$ cat config.mk
export PLATFORM = sky130hd
export DESIGN_NAME = sw_pattern_recorder_flat
export DESIGN_NICKNAME = d
export VERILOG_FILES = /design/src/rtl/sw_pattern_recorder_if.sv /design/src/rtl/sw_pattern_recorder.sv /design/src/flat_wrapper.sv
export SDC_FILE = /design/constraint.sdc
export NUM_CORES = 1
export LEC_CHECK = 0
export CELL_PAD_IN_SITES_DETAIL_PLACEMENT = 1
export CELL_PAD_IN_SITES_GLOBAL_PLACEMENT = 2
export CORE_ASPECT_RATIO = 0.5
export CORE_MARGIN = 2
export CORE_UTILIZATION = 33
export CTS_CLUSTER_SIZE = 40
export DETAILED_ROUTE_END_ITERATION = 8
export PLACE_DENSITY = 0.8
export SYNTH_ARGS = -nofsm -noshare
export SYNTH_HDL_FRONTEND = slang
export SYNTH_SLANG_ARGS = --single-unit
$ cat constraint.sdc
create_clock -name CLK -period 2.1 [get_ports CLK]
set_input_delay 0.63 -clock CLK [delete_from_list [all_inputs] [get_ports CLK]]
set_output_delay 0.63 -clock CLK [all_outputs]
set_load 0.1 [all_outputs]
$ cat src/rtl/sw_pattern_recorder_if.sv
// Switch/LED-side bundle for the pattern recorder: raw switches in,
// debounced levels, edge pulses and the recorded pattern out.
interface sw_pattern_recorder_if;
  logic [3:0]  SW;
  logic [3:0]  SW_CLEAN;
  logic [3:0]  SW_RISE;
  logic [3:0]  SW_FALL;
  logic [31:0] PATTERN;
  logic        PATTERN_VALID;
  logic        BUSY;

  modport slave (
    input  SW,
    output SW_CLEAN, SW_RISE, SW_FALL, PATTERN, PATTERN_VALID, BUSY
  );

  modport master (
    output SW,
    input  SW_CLEAN, SW_RISE, SW_FALL, PATTERN, PATTERN_VALID, BUSY
  );
endinterface

$ cat src/rtl/sw_pattern_recorder.sv
// Switch pattern recorder: synchronizes and debounces four switches, then
// records SW1 into a 32-slot pattern at the LED blink slot rate after a
// start press (SW2) and a leading data edge (SW1). SW3 clears, SW4 aborts.
module sw_pattern_recorder #(
  parameter int unsigned DEBOUNCE_CYCLES = 16000,
  parameter int unsigned TICK_LOG2       = 21
) (
  input logic                  CLK,
  input logic                  RST,
  sw_pattern_recorder_if.slave bus
);

  localparam int unsigned CNT_W = (DEBOUNCE_CYCLES > 1) ? $clog2(DEBOUNCE_CYCLES) : 1;
  localparam logic [CNT_W-1:0] CNT_LAST = CNT_W'(DEBOUNCE_CYCLES - 1);

  typedef enum logic [1:0] {
    S_IDLE,
    S_ARMED,
    S_RECORD,
    S_DONE
  } state_t;

  logic [3:0]            sync1_q, sync2_q;
  logic [3:0]            clean_q, clean_d;
  logic [3:0]            rise_q, rise_d;
  logic [3:0]            fall_q, fall_d;
  logic [3:0][CNT_W-1:0] cnt_q, cnt_d;

  state_t                state_q, state_d;
  logic [31:0]           pattern_q, pattern_d;
  logic                  valid_q, valid_d;
  logic [TICK_LOG2-1:0]  tick_q, tick_d;
  logic [4:0]            idx_q, idx_d;

  // Per-switch debounce: accept the synced level after DEBOUNCE_CYCLES of disagreement
  always_comb begin
    clean_d = clean_q;
    rise_d  = '0;
    fall_d  = '0;
    cnt_d   = '0;
    for (int unsigned i = 0; i < 4; i++) begin
      if (sync2_q[i] != clean_q[i]) begin
        if (cnt_q[i] == CNT_LAST) begin
          clean_d[i] = sync2_q[i];
          rise_d[i]  = sync2_q[i];
          fall_d[i]  = ~sync2_q[i];
        end else begin
          cnt_d[i] = cnt_q[i] + CNT_W'(1);
        end
      end
    end
  end

  // Recorder next state; abort > clear > start > data
  always_comb begin
    state_d   = state_q;
    pattern_d = pattern_q;
    valid_d   = valid_q;
    tick_d    = tick_q;
    idx_d     = idx_q;
    unique case (state_q)
      S_IDLE, S_DONE: begin
        if (rise_q[2]) begin
          state_d   = S_IDLE;
          pattern_d = '0;
          valid_d   = 1'b0;
        end else if (rise_q[1]) begin
          state_d   = S_ARMED;
          pattern_d = '0;
          valid_d   = 1'b0;
        end
      end
      S_ARMED, S_RECORD: begin
        if (rise_q[3]) begin
          state_d = S_IDLE;
          valid_d = 1'b0;
        end else if (rise_q[1]) begin
          state_d   = S_ARMED;
          pattern_d = '0;
          valid_d   = 1'b0;
        end else if (state_q == S_ARMED) begin
          if (rise_q[0]) begin
            state_d      = S_RECORD;
            pattern_d[0] = 1'b1;
            tick_d       = '0;
            idx_d        = 5'd1;
          end
        end else if (idx_q == 5'd0) begin
          // Index wraps to 0 only after slot 31 was written: recording complete
          state_d = S_DONE;
          valid_d = 1'b1;
        end else begin
          tick_d = tick_q + TICK_LOG2'(1);
          if (tick_q == '1) begin
            pattern_d[idx_q] = clean_q[0];
            idx_d            = idx_q + 5'd1;
          end
        end
      end
    endcase
  end

  // All registers: synchronizers, debounce state and recorder state
  always_ff @(posedge CLK) begin
    if (RST) begin
      sync1_q   <= '0;
      sync2_q   <= '0;
      clean_q   <= '0;
      rise_q    <= '0;
      fall_q    <= '0;
      cnt_q     <= '0;
      state_q   <= S_IDLE;
      pattern_q <= '0;
      valid_q   <= 1'b0;
      tick_q    <= '0;
      idx_q     <= '0;
    end else begin
      sync1_q   <= bus.SW;
      sync2_q   <= sync1_q;
      clean_q   <= clean_d;
      rise_q    <= rise_d;
      fall_q    <= fall_d;
      cnt_q     <= cnt_d;
      state_q   <= state_d;
      pattern_q <= pattern_d;
      valid_q   <= valid_d;
      tick_q    <= tick_d;
      idx_q     <= idx_d;
    end
  end

  assign bus.SW_CLEAN      = clean_q;
  assign bus.SW_RISE       = rise_q;
  assign bus.SW_FALL       = fall_q;
  assign bus.PATTERN       = pattern_q;
  assign bus.PATTERN_VALID = valid_q;
  assign bus.BUSY          = (state_q == S_ARMED) || (state_q == S_RECORD);

endmodule

$ cat src/flat_wrapper.sv
// flat-port wrapper written by rule: the top's interface ports become plain ports
module sw_pattern_recorder_flat 
#(
  parameter int unsigned DEBOUNCE_CYCLES = 16000,
  parameter int unsigned TICK_LOG2       = 21
)
  (CLK, RST, bus_SW, bus_SW_CLEAN, bus_SW_RISE, bus_SW_FALL, bus_PATTERN, bus_PATTERN_VALID, bus_BUSY);
  sw_pattern_recorder_if bus_i ();
  input logic CLK;
  input logic RST;
  input wire logic [$bits(bus_i.SW)-1:0] bus_SW;
  output wire logic [$bits(bus_i.SW_CLEAN)-1:0] bus_SW_CLEAN;
  output wire logic [$bits(bus_i.SW_RISE)-1:0] bus_SW_RISE;
  output wire logic [$bits(bus_i.SW_FALL)-1:0] bus_SW_FALL;
  output wire logic [$bits(bus_i.PATTERN)-1:0] bus_PATTERN;
  output wire logic [$bits(bus_i.PATTERN_VALID)-1:0] bus_PATTERN_VALID;
  output wire logic [$bits(bus_i.BUSY)-1:0] bus_BUSY;
  assign bus_i.SW = bus_SW;
  assign bus_SW_CLEAN = bus_i.SW_CLEAN;
  assign bus_SW_RISE = bus_i.SW_RISE;
  assign bus_SW_FALL = bus_i.SW_FALL;
  assign bus_PATTERN = bus_i.PATTERN;
  assign bus_PATTERN_VALID = bus_i.PATTERN_VALID;
  assign bus_BUSY = bus_i.BUSY;
  sw_pattern_recorder #(.DEBOUNCE_CYCLES(DEBOUNCE_CYCLES), .TICK_LOG2(TICK_LOG2)) u_core (.CLK(CLK), .RST(RST), .bus(bus_i));
endmodule
==> results of run 1 <==
power by group:
group / internal, W / total, W / switching, W
clock network: 0.00167 / 0.00291 / 0.00124
registers: 0.00264 / 0.00268 / 0.0000368
logic: 0.000978 / 0.00238 / 0.00140
total: 0.00529 / 0.00796 / 0.00268
what timing repair did:
action                                  CTS  global route
pin swaps                                 0            13
endpoints found under the setup margin    3            52
cloned                                    0             4
resized for setup                         1            27
buffers inserted                          4             5
routing by layer:
| metal | track usage [%] | part of all wire, % |
|---|---|---|
| met1 | 22.3 | 45 |
| met2 | 30.6 | 49 |
| met3 | 3.78 | 4.6 |
| met4 | 6.36 | 1.4 |
| met5 | 0 | 0 |
metrics by stage:
stage                     setup TNS (ns)  hold WS [ns]  instance area [µm²]  worst slack (ns)  utilization, %
final                            -0.0151         0.440                 8920           -0.0130            45.8
after global routing               -1.54         0.459                 8920            -0.110            45.8
after CTS                        -0.0106         0.441                 8660           -0.0106            44.4
after detailed placement         -0.0349         0.426                 8070           -0.0112            41.4
after global placement                 0         0.416                 8070            0.0468            41.4
after floorplan                    -4.87         0.413                 6660            -0.175               -
logic make-up after synthesis:
logic type / after synthesis
flops: 137
buf+inv: 62
simple gates: 327
mux: 5
compound gates: 125
xor+xnor: 69
fa+ha+maj: 11
cell usage in the layout (no fill, tap or decap), types with 13 or more instances in the layout:
cell / count
a31oi_1: 31
and3_1: 14
buf_12: 49
buf_4: 51
clkbuf_16: 20
dfxtp_1: 130
nand2_1: 51
nand2b_1: 14
nand3_1: 24
nand4_1: 38
nor2_1: 105
nor3_1: 14
o21ai_1: 13
o311a_1: 30
xnor2_1: 23
xor2_1: 45
state kept, by name (all words and copies together) (netlist names), 5 cells and up:
name,flops
u_core.bus.PATTERN,32
u_core.tick_q,21
u_core.idx_q,5
u_core.cnt_q,56
path summary, 6_finish.rpt:
kind                                       start                      endpoint  slack (ns)
setup / recovery  u_core.state_q[0]$_SDFFE_PP0P_  u_core.idx_q[3]$_SDFFE_PP0P_       -0.01
hold / removal      u_core.sync1_q[3]$_SDFF_PP0_  u_core.sync2_q[3]$_SDFF_PP0_        0.44
setup reg to reg  u_core.state_q[0]$_SDFFE_PP0P_  u_core.idx_q[3]$_SDFFE_PP0P_       -0.01
hold reg to reg     u_core.sync1_q[3]$_SDFF_PP0_  u_core.sync2_q[3]$_SDFF_PP0_        0.44
layout make-up:
type | count | area (µm²)
Clock buffer | 19 | 443
Clock inverter | 13 | 120
Fill cell | 2174 | 10600
Inverter | 13 | 52.6
Multi-Input combinational cell | 537 | 3670
Sequential cell | 137 | 2750
Tap cell | 266 | 333
Timing Repair Buffer | 113 | 1550
==> impl_metrics.ini, run 1 <==
[run_status]
status = finished with violations
violations = negative setup slack

[worst_setup_path]
cp_max_fanout = 4
timing.critical_path.from_type = flip-flop
cpLargestDelayFamily = simple AND/OR/NAND/NOR gates
critPathCaptureType = flip-flop
critical_path.cell_chain = inv_2 > ha_4 > or3_4 > a211oi_2 > buf_4 > nand3_2 > or3_4 > a21oi_2
path_buf_inv = 2
crit_top_cell = or3_4
critical_path.slowest_cell = or3_4
worstSetupPathType = flip-flop to flip-flop
cp_data_arrival_time_ns = 2.48
crit_path_max_incr_delay_ns = 0.42
critPathRequiredTime_ns = 2.47
timing.reg2reg.worst_path_depth = 8
critical_path_cell_count = 8

[logic_synthesis]
asyncSetResetFlopFracSynth_pct = 0
synth-seq-cells = 137
yosys-top-cells-area = dfxtp_1 42%, xor2_1 6.1%, nor2_1 6.0%, o311a_1 4.6%, nand4_1 3.6%
post-synth-top-count-cell = dfxtp_1
most_frequent_cells_after_synthesis = 137 x dfxtp_1, 105 x nor2_1, 52 x nand2_1, 46 x xor2_1, 38 x nand4_1
synthSimpleGateAreaFrac_pct = 27.5
synth-main-ff-cell = dfxtp_1
largest_family_of_logic_cells_by_synthesized_area = simple AND/OR/NAND/NOR gates
cell_area_after_technology_mapping_um2 = 6570
post_synth_edffs = 0
synth_compound_gate_area_share_pct = 14.1
yosys.area.top_type_share_pct = 41.8
yosys.area_share.xor_xnor_pct = 9.20
ys_types = 61
synth_fa_ha_area_share_pct = 2.10
muxShareOfSynthArea_pct = 0.762
postSynthCellCount = 736
synth_top_cell_by_area = dfxtp_1
mappedNetlistNets = 753
mean_instance_size_in_the_synthesized_netlist_um2 = 8.92
yosys_warnings = 0
synth.yosys.seq_area_share_pct = 41.8

[floorplan]
die_y_um = 104
placementRows = 36
initial_core_util_pct = 33.7
die_area_um2 = 21100
die_x_um = 204
core_um2 = 19500
io-pin-count = 52

[clock_tree]
worst_skew_pair.late_latency_ns = 0.43
clock_buffers_created_by_tritoncts = 17
cts_max_level = 4
tritoncts = yes
clock-sinks = 137
cts_hold_buf = 0
cts_root_buffer = clkbuf_16
clockBufferDepth = 2
cts.clk_slew.worst_paths_ns = 0.07

[detailed_routing]
drc = 0
vias = 5814
antenna_viol_nets_final = 0
detail_route.first_pass.iterations = 4
drtIter0Drc = 230
via_per_inst = 5.30
detail_route.wl_per_cell_um = 17.1
postRouteWirelength_um = 18800

[place]
dpl.hpwl_um = 12500
globalplace.congestion = 0.782
port-buffer-count = 51
dp.cells = 1053

[power]
p_total_w = 0.00796
total_leakage_power_nw = 3.12
power_density_nw_per_um2 = 892
power.ir.vdd_worst_mv = 0.600

[timing]
post-route-worst-setup-slack_ns = -0.0130
final_period_minus_worst_setup_slack_ns = 2.11
finalCritPeriodShare_pct = 101
least_margin_pin_slew_ns = 0.540
grt_setup_unrepaired = yes
timing.fmax_ghz = 0.473
clk_skew_ns = 0.00902
setup_violations = 2
slew_headroom_pct = 63.8
final-hold-violation-count = 0
finalMaxSlewViolations = 0

[worst_hold_path]
min_path_type = flip-flop to flip-flop
min_path_cells = 1

[job]
maxCapViolCount = 0

[layout]
finalNetCount = 836
post_layout_nonfiller_instances = 1098
drive_above_1_share_pct = 23.4
insertedDiodeCount = 0
area_growth_syn_to_layout_pct = 35.9

[grt]
globalRouteOverflowTotal = 0
grt_first_pass_wirelength_um = 30300
first_global_vias = 6024
antenna_found_initial = 0
pin_count_of_the_biggest_net_entering_global_routing = 33
globalRouteTotalUtil_pct = 17.9
(Power assumes the default switching activity.)
==> run 2: changes to the inputs <==
CORE_UTILIZATION = 36   (was 33)
PLACE_DENSITY = 0.83   (was 0.8)
clock period = 2 ns   (was 2.1 ns; I/O delays follow)
==> run 2 against run 1 <==
Net effect:
- largest power group is now combinational logic
- clock skew grew 0.0038 ns
- sequential cell count is the same
- the flow still finishes with violations (negative setup slack)
- sequential share of layout area shrank 2.4 points
- critical endpoint is now u_core.bus.PATTERN[5]$_SDFFE_PP0P_
- power grew 17%
- register-to-register slack lost 0.14 ns
- cell area grew 8.4%
- critical path type unchanged
- critical path depth grew 3
- first-iteration DRC count grew 24%
- via count grew 4.1%
- global-route usage grew 3.4 points
- count of clock-buffer cells in the layout shrank 2
- non-clock buffer count grew 33
==> impl_metrics.ini, run 2 (synthesized netlist as in run 1, its figures left out) <==
[detailed_routing]
via_per_inst = 5.51
detail_route.first_pass.iterations = 5
postRouteWirelength_um = 20600
detail_route.wl_per_cell_um = 18.8
drc = 0
antenna_viol_nets_final = 0
drtIter0Drc = 285
vias = 6054

[worst_hold_path]
min_path_cells = 1
holdPathEnd = u_core.sync2_q[0]$_SDFF_PP0_
holdCritStartpoint = u_core.sync1_q[0]$_SDFF_PP0_
min_path_type = flip-flop to flip-flop

[timing]
finalCritPeriodShare_pct = 108
slew_headroom_pct = 61.5
timing.fmax_ghz = 0.464
fin_tns_setup_ns = -4.44
final-hold-violation-count = 0
final_period_minus_worst_setup_slack_ns = 2.16
post-route-worst-setup-slack_ns = -0.156
setup_violations = 46
finalMaxSlewViolations = 0
clk_skew_ns = 0.0128
least_margin_pin_slew_ns = 0.576
grt_setup_unrepaired = yes

[floorplan]
core_um2 = 17600
die_x_um = 195
initial_core_util_pct = 37.3
die_area_um2 = 19400
placementRows = 34
die_y_um = 99.5
io-pin-count = 52

[clock_tree]
clock_buffers_created_by_tritoncts = 17
cts_root_buffer = clkbuf_16
clockBufferDepth = 2
cts_hold_buf = 0
clock-sinks = 137
cts_max_level = 4
worst_skew_pair.late_latency_ns = 0.44
cts.clk_slew.worst_paths_ns = 0.07
tritoncts = yes

[worst_setup_path]
regToRegEndpoint = u_core.bus.PATTERN[5]$_SDFFE_PP0P_
cp_data_arrival_time_ns = 2.53
cpLargestDelayFamily = compound AO/OA/AOI/OAI gates
timing.critical_path.from_type = flip-flop
crit_path_max_incr_delay_ns = 0.34
critical_path.cell_chain = inv_2 > ha_4 > buf_4 > nor2b_4 > buf_6 > o32ai_4 > buf_6 > buf_12 > a31oi_1 > o31ai_1 > o311a_1
regToRegStartpoint = u_core.state_q[0]$_SDFFE_PP0P_
cp_max_fanout = 8
path_buf_inv = 5
crit_top_cell = buf_6
critical_path.slowest_cell = dfxtp_2
critPathCaptureType = flip-flop
worst-r2r-setup-slack_ns = -0.16
critPathRequiredTime_ns = 2.37
worstSetupPathType = flip-flop to flip-flop
timing.reg2reg.worst_path_depth = 11

[place]
dpl.hpwl_um = 12800
globalplace.congestion = 0.771
port-buffer-count = 51
dp_slack_ns = -0.0636
dp.cells = 1043

[power]
power.ir.vdd_worst_mv = 0.691
total_leakage_power_nw = 3.40
power_density_nw_per_um2 = 965

[layout]
multi_input_area_um2 = 4130
insertedDiodeCount = 0
final_common_cell = dfxtp_1
layout_common_cells = 128 x dfxtp_1, 103 x nor2_1, 73 x buf_4
regMostFlops = u_core.cnt_q
drive_above_1_share_pct = 32.3
post_layout_nonfiller_instances = 1099
area.sequential_um2 = 2760
area_growth_syn_to_layout_pct = 47.3
nFillCells = 1927
largest_register_ff_count = 56
post-route-util_pct = 54.9
finalNetCount = 869

[run_status]
status = finished with violations
violations = negative setup slack

[job]
maxCapViolCount = 0

[grt]
globalRouteTotalUtil_pct = 21.3
pin_count_of_the_biggest_net_entering_global_routing = 33
antenna_found_initial = 0
first_global_vias = 6266
globalRouteOverflowTotal = 0
grt_first_pass_wirelength_um = 32700
-- run 2: how the worst max path moves through the flow --
| stage | from | endpoint | cells past startpoint |
|---|---|---|---|
| after global placement | RST | u_core.bus.PATTERN[0]$_SDFFE_PP0P_ | 5 |
| after detailed placement | RST | u_core.bus.PATTERN[0]$_SDFFE_PP0P_ | 5 |
| after global routing | u_core.state_q[0]$_SDFFE_PP0P_ | u_core.idx_q[3]$_SDFFE_PP0P_ | 7 |
| after floorplan | u_core.state_q[0]$_SDFFE_PP0P_ | u_core.bus.PATTERN[30]$_SDFFE_PP0P_ | 9 |
| final | u_core.state_q[0]$_SDFFE_PP0P_ | u_core.bus.PATTERN[5]$_SDFFE_PP0P_ | 11 |
| after CTS | u_core.state_q[0]$_SDFFE_PP0P_ | bus_BUSY | 6 |
-- run 2: worst register-to-register path, stage by stage, from the launching register on --
cell and delay [ns]:
dfxtp_2 0.34, inv_2 0.05, ha_4 0.22, buf_4 0.14
nor2b_4 0.14, buf_6 0.13, o32ai_4 0.33, buf_6 0.21
buf_12 0.17, a31oi_1 0.09, o31ai_1 0.10, o311a_1 0.20
-- run 2: per-layer routing --
metal / part of all wire (%) / GRT usage, % / up-vias
li1: - / - / 2880
met1: 46 / 27.2 / 3023
met2: 49 / 36.3 / 128
met3: 4.3 / 3.36 / 23
met4: 1.3 / 8.63 / 0
met5: 0 / 0 / -
-- run 2: stage by stage --
stage	power, W	instance area, µm²	hold slack (ns)
detailed placement	0.00490	8220	0.427
floorplan	0.00421	6680	0.413
CTS	0.00892	9100	0.443
finish	0.00933	9670	0.440
global route	0.00968	9670	0.459
global placement	0.00485	8220	0.417
-- run 2: power by group --
| part | switching, W | internal (W) | total, W |
|---|---|---|---|
| clock | 0.00142 | 0.00176 | 0.00318 |
| combinational | 0.00187 | 0.00147 | 0.00334 |
| sequential | 0.0000381 | 0.00277 | 0.00281 |
-- run 2: timing repair --
item                                   4_1_cts  5_1_grt
buffers inserted                            11       11
endpoints found under the hold margin        0        0
pin swaps                                   25       64
cloned                                       4        1
gates resized for setup                     35       78
setup endpoints to repair                   40       57
-- run 2: area by class of cell --
cell class              instances  area share (%)
multi-input cells             537            42.7
repair buffers                146            19.2
clock buffers                  17            4.40
clock inverters                15            1.59
inverters                      13           0.543
flip-flops and latches        137            28.5
well taps                     234            3.03
